`config.mk`:
```
export PLATFORM = sky130hd
export DESIGN_NAME = alu_simd_op_scheduler
export DESIGN_NICKNAME = d
export VERILOG_FILES = /design/src/rtl/alu_simd_op_scheduler.sv
export SDC_FILE = /design/constraint.sdc
export NUM_CORES = 1
export LEC_CHECK = 0
export CAP_MARGIN = 20
export CORE_MARGIN = 2
export CORE_UTILIZATION = 48
export CTS_CLUSTER_SIZE = 12
export DETAILED_ROUTE_END_ITERATION = 7
export PLACE_DENSITY_LB_ADDON = 0.25
export SLEW_MARGIN = 20
export SYNTH_ARGS = -nofsm -noshare
export SYNTH_HDL_FRONTEND = slang
export SYNTH_SLANG_ARGS = --single-unit
```
`constraint.sdc`:
```
create_clock -name clk -period 2.7 [get_ports clk]
set_clock_uncertainty 0.1 [all_clocks]
set_input_delay 0.54 -clock clk [delete_from_list [all_inputs] [get_ports clk]]
set_output_delay 0.54 -clock clk [all_outputs]
set_load 0.05 [all_outputs]
```
`src/rtl/alu_simd_op_scheduler.sv`:
```
// Two-requester scheduler for a shared 20-bit SIMD ALU slice.
// Round-robin issue, kill-bit tracking of illegal ops through the ALU pipeline,
// drain-before-reconfigure of USE_SIMD, and a credit-protected response FIFO.
//
// state  | meaning
// -------+-------------------------------------------------------------
// RUN    | arbitrate and issue ops whose USE_SIMD matches cur_simd
// DRAIN  | mode change pending; hold requesters until the ALU is empty
// SWITCH | one bubble after cur_simd is updated, then back to RUN
module alu_simd_op_scheduler #(
    parameter int LAT       = 2,
    parameter int RSP_DEPTH = 4,
    parameter int WIDTH     = 20
) (
    input  logic             clk,
    input  logic             reset_n,
    input  logic [1:0]       req_valid,
    output logic [1:0]       req_ready,
    input  logic [7:0]       req_alumode,
    input  logic [17:0]      req_opmode,
    input  logic [3:0]       req_simd,
    input  logic [1:0]       req_cin,
    output logic [1:0]       alu_grant,
    output logic [3:0]       alu_alumode,
    output logic [8:0]       alu_opmode,
    output logic [1:0]       alu_use_simd,
    output logic             alu_cin,
    input  logic [WIDTH-1:0] alu_s,
    input  logic [1:0]       alu_carry_out,
    output logic             rsp_valid,
    input  logic             rsp_ready,
    output logic             rsp_id,
    output logic             rsp_err,
    output logic [WIDTH-1:0] rsp_s,
    output logic [1:0]       rsp_carry
);

    typedef enum logic [1:0] {
        ST_RUN    = 2'd0,
        ST_DRAIN  = 2'd1,
        ST_SWITCH = 2'd2
    } state_t;

    localparam int CW = $clog2(RSP_DEPTH + LAT + 1) + 1;
    localparam int PW = (RSP_DEPTH > 1) ? $clog2(RSP_DEPTH) : 1;

    state_t          state, state_nx;
    logic            rr_ptr;
    logic [1:0]      cur_simd, cur_simd_nx;
    logic [1:0]      pend_simd, pend_simd_nx;

    logic            pipe_v   [LAT];
    logic            pipe_id  [LAT];
    logic            pipe_err [LAT];

    logic [CW-1:0]   inflight;
    logic [CW-1:0]   fifo_count;
    logic            credit;

    logic            win;
    logic            have_win;
    logic [1:0]      win_simd;
    logic [3:0]      win_alumode;
    logic [8:0]      win_opmode;
    logic            win_cin;
    logic            win_illegal;
    logic            issue;

    logic            fifo_id   [RSP_DEPTH];
    logic            fifo_err  [RSP_DEPTH];
    logic [WIDTH-1:0] fifo_s   [RSP_DEPTH];
    logic [1:0]      fifo_c    [RSP_DEPTH];
    logic [PW-1:0]   wptr, rptr;
    logic            push, pop;

    // Occupancy of the ALU pipeline and the issue credit check.
    always_comb begin
        inflight = '0;
        for (int i = 0; i < LAT; i++) begin
            inflight = inflight + CW'(pipe_v[i]);
        end
        credit = (fifo_count + inflight) < CW'(RSP_DEPTH);
    end

    // Round-robin winner selection and illegal-op classification.
    always_comb begin
        have_win    = |req_valid;
        win         = (&req_valid) ? rr_ptr : req_valid[1];
        win_simd    = win ? req_simd[3:2]     : req_simd[1:0];
        win_alumode = win ? req_alumode[7:4]  : req_alumode[3:0];
        win_opmode  = win ? req_opmode[17:9]  : req_opmode[8:0];
        win_cin     = win ? req_cin[1]        : req_cin[0];
        win_illegal = (win_simd == 2'b11) || (win_alumode[3:2] == 2'b10);
    end

    // Next-state, accept and mode-change decisions.
    always_comb begin
        state_nx     = state;
        req_ready    = 2'b00;
        issue        = 1'b0;
        pend_simd_nx = pend_simd;
        cur_simd_nx  = cur_simd;
        case (state)
            ST_RUN: begin
                if (have_win) begin
                    if (win_illegal || (win_simd == cur_simd)) begin
                        if (credit) begin
                            issue     = 1'b1;
                            req_ready = win ? 2'b10 : 2'b01;
                        end
                    end else begin
                        pend_simd_nx = win_simd;
                        state_nx     = ST_DRAIN;
                    end
                end
            end
            ST_DRAIN: begin
                if (inflight == '0) begin
                    cur_simd_nx = pend_simd;
                    state_nx    = ST_SWITCH;
                end
            end
            ST_SWITCH: state_nx = ST_RUN;
            default:   state_nx = ST_RUN;
        endcase
    end

    // FSM state register.
    always_ff @(posedge clk or negedge reset_n) begin
        if (!reset_n) state <= ST_RUN;
        else          state <= state_nx;
    end

    // Mode registers and round-robin pointer; pointer only moves on contention.
    always_ff @(posedge clk or negedge reset_n) begin
        if (!reset_n) begin
            cur_simd  <= 2'b00;
            pend_simd <= 2'b00;
            rr_ptr    <= 1'b0;
        end else begin
            cur_simd  <= cur_simd_nx;
            pend_simd <= pend_simd_nx;
            if (issue && (&req_valid)) rr_ptr <= ~win;
        end
    end

    assign alu_use_simd = cur_simd;

    // ALU control launch; illegal ops and idle cycles leave controls held.
    always_ff @(posedge clk or negedge reset_n) begin
        if (!reset_n) begin
            alu_grant   <= 2'b00;
            alu_alumode <= 4'd0;
            alu_opmode  <= 9'd0;
            alu_cin     <= 1'b0;
        end else if (issue && !win_illegal) begin
            alu_grant   <= win ? 2'b10 : 2'b01;
            alu_alumode <= win_alumode;
            alu_opmode  <= win_opmode;
            alu_cin     <= win_cin;
        end else begin
            alu_grant   <= 2'b00;
        end
    end

    // Op tracking shift register aligned with the ALU latency.
    always_ff @(posedge clk or negedge reset_n) begin
        if (!reset_n) begin
            for (int i = 0; i < LAT; i++) begin
                pipe_v[i]   <= 1'b0;
                pipe_id[i]  <= 1'b0;
                pipe_err[i] <= 1'b0;
            end
        end else begin
            pipe_v[0]   <= issue;
            pipe_id[0]  <= win;
            pipe_err[0] <= win_illegal;
            for (int i = 1; i < LAT; i++) begin
                pipe_v[i]   <= pipe_v[i-1];
                pipe_id[i]  <= pipe_id[i-1];
                pipe_err[i] <= pipe_err[i-1];
            end
        end
    end

    assign push = pipe_v[LAT-1];
    assign pop  = rsp_valid && rsp_ready;

    // Response FIFO storage and pointers; killed ops return zero data.
    always_ff @(posedge clk or negedge reset_n) begin
        if (!reset_n) begin
            for (int i = 0; i < RSP_DEPTH; i++) begin
                fifo_id[i]  <= 1'b0;
                fifo_err[i] <= 1'b0;
                fifo_s[i]   <= '0;
                fifo_c[i]   <= 2'b00;
            end
            wptr       <= '0;
            rptr       <= '0;
            fifo_count <= '0;
        end else begin
            if (push) begin
                fifo_id[wptr]  <= pipe_id[LAT-1];
                fifo_err[wptr] <= pipe_err[LAT-1];
                fifo_s[wptr]   <= pipe_err[LAT-1] ? '0 : alu_s;
                fifo_c[wptr]   <= pipe_err[LAT-1] ? 2'b00 : alu_carry_out;
                wptr <= (wptr == PW'(RSP_DEPTH - 1)) ? '0 : wptr + PW'(1);
            end
            if (pop) begin
                rptr <= (rptr == PW'(RSP_DEPTH - 1)) ? '0 : rptr + PW'(1);
            end
            case ({push, pop})
                2'b10:   fifo_count <= fifo_count + CW'(1);
                2'b01:   fifo_count <= fifo_count - CW'(1);
                default: fifo_count <= fifo_count;
            endcase
        end
    end

    assign rsp_valid = (fifo_count != '0);
    assign rsp_id    = fifo_id[rptr];
    assign rsp_err   = fifo_err[rptr];
    assign rsp_s     = fifo_s[rptr];
    assign rsp_carry = fifo_c[rptr];

endmodule
```
* Word level (Yosys, flattened, before mapping) *
Index checks and enable logic that the tools add are counted.

word-level totals
  register bits after elaboration = 133
  bits of input ports = 59
  output and inout bits = 45
  word-level logic and storage cells = 120

operators by class
  add/sub/neg operators = 6
  $lt $le $gt $ge = 4
  equality and inequality tests = 11
  muxes and demuxes = 46
  bitwise operators = 4
  reductions and logical operators = 16

operator list
  cell                                                  number
  bitwise mux 80 bit                                    1
  two-way mux 20 bit                                    4
  binary-select mux 20 bit (select 2 bit)               1
  demux 20 bit (select 2 bit)                           1
  two-way mux 2 bit                                     16
  two-way mux 1 bit                                     11
  equality test 2 bit (second input constant)           5
  two-way mux 9 bit                                     1
  bitwise mux 4 bit                                     2
  bitwise mux 8 bit                                     1
  case mux 4 bit (2 select lines)                       1
  >= comparator 3 bit (second input constant)           2
  inequality test 2 bit (second input constant)         3
  inverter 2 -> 3 bit                                   2
  AND reduction 3 bit                                   2
  adder 2 x 1 -> 2 bit (second input constant)          2
  adder 4 x 1 -> 4 bit (second input constant)          1
  adder 4 x 2 -> 4 bit                                  1
  binary-select mux 1 bit (select 2 bit)                2
  binary-select mux 2 bit (select 2 bit)                1
  demux 2 bit (select 2 bit)                            1
  equality test 2 x 1 -> 1 bit (second input constant)  2
  logical AND 1 bit                                     4
  logical NOT 4 bit                                     1
  other kinds (16)                                      19

* Depth between registers and ports, before layout *
  depth after elaboration = 11
  mapped depth = 11
  depth with buffers taken out = 11

* Worst setup path before layout *
Ideal clock, no wire load.

  path kind = flip-flop to output port
  start = register pipe_v, in the netlist push
  end = output req_ready[0]
  arrival time = 2601 ps
  required time = 2060 ps
  slack = -541 ps
  cell stages (with the launch flop) = 10
  path buffers = 2
  path through = dfrtp_1 > clkbuf_1 > inv_1 > ha_1 > a31oi_1 > nand3b_1 > a2111oi_2 > o221ai_2 > clkbuf_1 > nor2_1

between the ends
  cells in the longest elaborated chain, start to end = 7

RTL lines
  what                              RTL line  source
  start: declaration                52        logic pipe_v [LAT];
  start signal: indexed assignment  179       pipe_v[i] <= pipe_v[i-1];
  adder 1 x 1 -> 2 bit              80        inflight = inflight + CW'(pipe_v[i]);
  adder 4 x 2 -> 4 bit              82        credit = (fifo_count + inflight) < CW'(RSP_DEPTH);
  < comparator 4 x 3 -> 1 bit       82
  two-way mux 2 bit                 107       if (credit) begin
  two-way mux 2 bit                 106       if (win_illegal || (win_simd == cur_simd)) begin
  two-way mux 2 bit                 105       if (have_win) begin
  two-way mux 2 bit                 103       case (state)
  end: declaration                  18        output logic [1:0] req_ready,

No other way between the ends.

* Worst setup path in the final report *
  start = register pipe_v[1] (netlist bit)
  end = output req_ready[0]

The elaborated chain is that of the path after synthesis.

==> flow_metrics.tcl <==
set metrics [dict create \
    status "complete, but fails checks" \
    violations "negative setup slack" \
    netlist_top_cells_count "133 x dfrtp_1, 118 x o21ai_0, 99 x nand2_1" \
    setup_tns_ps -2930 \
    fin_crit_sh 1.15 \
    drt_iter0_markers 235 \
    synth_cell_types 41 \
    fin_ws_ps -400 \
    crit_path_max_fanout 4 \
    cts_buffers 17 \
    nets 723 \
    crit_chain "ha_2, ha_4, a31oi_1, nand3b_1, a2111oi_4, o221ai_4, nor2_4, buf_12" \
    vdd.ir_drop.worst_v 0.000681 \
    clock-sinks 133 \
    cts-htree-levels 4 \
    core_um2 12100 \
    syn_inst 530 \
    holdWs_ps 253 \
    slew_viol_final 0 \
    io_pins 104 \
    drtPass1Iterations 4 \
    cpLargestDelayFamily "compound AO/OA/AOI/OAI gates" \
    portBuffers 103 \
    wirelength_um 13700 \
    min_path_type "register to register" \
    fmax_mhz 323 \
    total_leakage_power_nw 3.80 \
    ys_top_cells_by_area "dfrtp_1 56%, o21ai_0 9.9%, mux4_2 9.1%" \
    critPathMaxStageDelay_ps 400 \
    fin_crit_ps 3100 \
    drc 0 \
    area_growth_pct 40.4 \
    mappedNetlistNets 601 \
    grt_pass1_vias 4818 \
    grt_start_max_net_pins 62 \
    synth_seq_area_share 0.558 \
    setup_viol_count_final 18 \
    synth_edf_count 0 \
    grt_antenna_before_repair 0 \
    yosys_register_bits 133 \
    synth_warnings 0 \
    cp-start-kind "register" \
    viasPerCell 5.31 \
    drive_gt1_frac 0.226 \
    multiInputGateArea_um2 2540 \
    fp.dieH_um 115 \
    crit_required_ps 2060 \
    place_congestion 0.856 \
    hpwl_um 9160 \
    final-hold-violation-count 0 \
    tightest_slew_ps 863 \
    max_cap_viol_count 0 \
    yosysTopAreaCellShare 0.558 \
    async_reset_ff_frac 1.00 \
    yosysMostFrequentCell "dfrtp_1" \
    slew-limit-headroom 0.425 \
    start_util 0.494 \
    avgSynthCellArea_um2 11.2 \
    die_w_um 115 \
    synth_top_cell_by_area "dfrtp_1" \
    syn_area_um2 5960 \
    num_antenna_cells 0 \
    die_area_um2 13300 \
    crit_buf_inv 1 \
    gr-total-overflow 0 \
    seq_area_um2 3330 \
    vias 4426 \
    worstPathArrival_ps 2460 \
    grt_pass1_wl_um 23200 \
    row_count 40 \
    fillers 863 \
    synthFlopType "dfrtp_1" \
    power.density_nw_per_um2 1500 \
    crit_path_end_kind "output pin" \
    ant_nets 0 \
    worstSetupPathType "register to output pin" \
    path_clk_slew_ps 60 \
    clockBufferDepth 2 \
    cts_tree "yes" \
    cts_root_buffer "clkbuf_16" \
    insertion_delay_ps 410 \
    wire_per_inst_um 16.4 \
    grt.total_usage 0.228 \
    critPathSlowestCell "dfrtp_1" \
    rsz0062_at_grt "true" \
]
[report_power, final]
part	switching (mW)	leakage [nW]	internal, mW	total (mW)
Clock	0.881	0.318	1.65	2.53
Sequential	0.612	1.60	2.94	3.55
Combinational	3.46	1.88	3.04	6.50
Total	4.96	3.80	7.63	12.6
[layout make-up]
type                       count  area share
clock buffer                  17      0.0509
clock inverter                15      0.0274
sequential                   133       0.398
timing repair buffer         134       0.188
multi-input combinational    351       0.304
inverter                      15     0.00703
tap                          168      0.0251
[flip-flops by register name (all words and copies together) (netlist names), 4 cells and up]
register / flops
alu_alumode: 4
alu_opmode: 9
fifo_c: 8
fifo_count: 4
fifo_err: 4
fifo_id: 4
fifo_s: 80
[worst paths after layout]
check	from	slack, ps	cells past startpoint	to
setup / recovery	pipe_v[1]	-400	8	req_ready[0]
hold / removal	pipe_id[1]	250	0	pipe_id[0]
setup reg to reg	pipe_v[1]	-150	12	alu_alumode[2]
hold reg to reg	pipe_id[1]	250	0	pipe_id[0]
max in group asynchronous	reset_n	1230	3	fifo_s[3]
min in group asynchronous	reset_n	550	2	fifo_s[62]
[worst reg2reg max path: stages (launching register included)]
cell	delay [ps]
dfrtp_1	400
ha_2	190
ha_4	250
a31oi_1	80
nand3b_1	220
a2111oi_4	370
o221ai_4	230
buf_4	180
buf_4	120
buf_4	120
or2_0	200
buf_6	170
o21ai_1	150
[layout by cell type, fill, tap and decap left out, types with 2 or more instances in the layout]
cell             instances
a21o_1                   3
ha_1                     8
o21ai_0                110
xor2_1                   3
nand2b_1                23
clkdlybuf4s50_1         76
mux2_2                  11
xnor2_1                  2
clkinv_4                 5
buf_12                  29
nor2b_1                  2
buf_4                   26
nand2_1                 99
nand3b_1                 2
bufinv_16                5
dfrtp_1                132
clkbuf_16               17
ha_4                     2
inv_6                    2
o21ai_1                 12
inv_2                    2
buf_6                    2
nor2_4                   2
nor2_1                   5
mux2_4                   2
clkinv_2                 2
o21ai_2                  5
mux2i_1                 14
mux4_2                  24
inv_1                   12
[cell families (layout without fill, tap and decap cells)]
logic type	after synthesis	count (layout)	share of synthesized area
AND/OR/NAND/NOR	143	143	0.107
buffers and inverters	46	181	0.0307
AO/OA/AOI/OAI	140	140	0.130
XOR/XNOR	5	5	0.00735
adder cells (fa/ha/maj)	12	12	0.0265
multiplexers	51	51	0.140
flip-flops	133	133	0.558
[routing by layer]
layer | global-route usage | vias to the layer above | part of all wire
li1 | - | 2091 | -
met1 | 0.276 | 2179 | 0.42
met2 | 0.383 | 126 | 0.50
met3 | 0.0617 | 30 | 0.050
met4 | 0.100 | 0 | 0.027
met5 | 0 | - | 0
[metrics by stage]
| stage | utilization | cell area (um^2) | instances | setup WS, ps | power, mW |
|---|---|---|---|---|---|
| 3_3_place_gp | 0.632 | 7620 | 797 | -220 | 9.77 |
| 6_report | 0.693 | 8360 | 833 | -400 | 12.6 |
| 4_1_cts | 0.689 | 8310 | 832 | -435 | 12.6 |
| 2_1_floorplan | - | 6020 | 530 | -25.9 | 7.22 |
| 3_5_place_dp | 0.632 | 7620 | 797 | -344 | 9.99 |
| 5_1_grt | 0.693 | 8360 | 833 | -502 | 13.3 |
[what timing repair did]
| item | CTS | global route |
|---|---|---|
| hold buffers | 1 | 0 |
| resized for setup | 1 | 17 |
| endpoints found under the setup margin | 12 | 18 |
| buffers inserted | 2 | 1 |
| hold endpoints to repair | 2 | 0 |
Power figures use the tool's default switching activity.
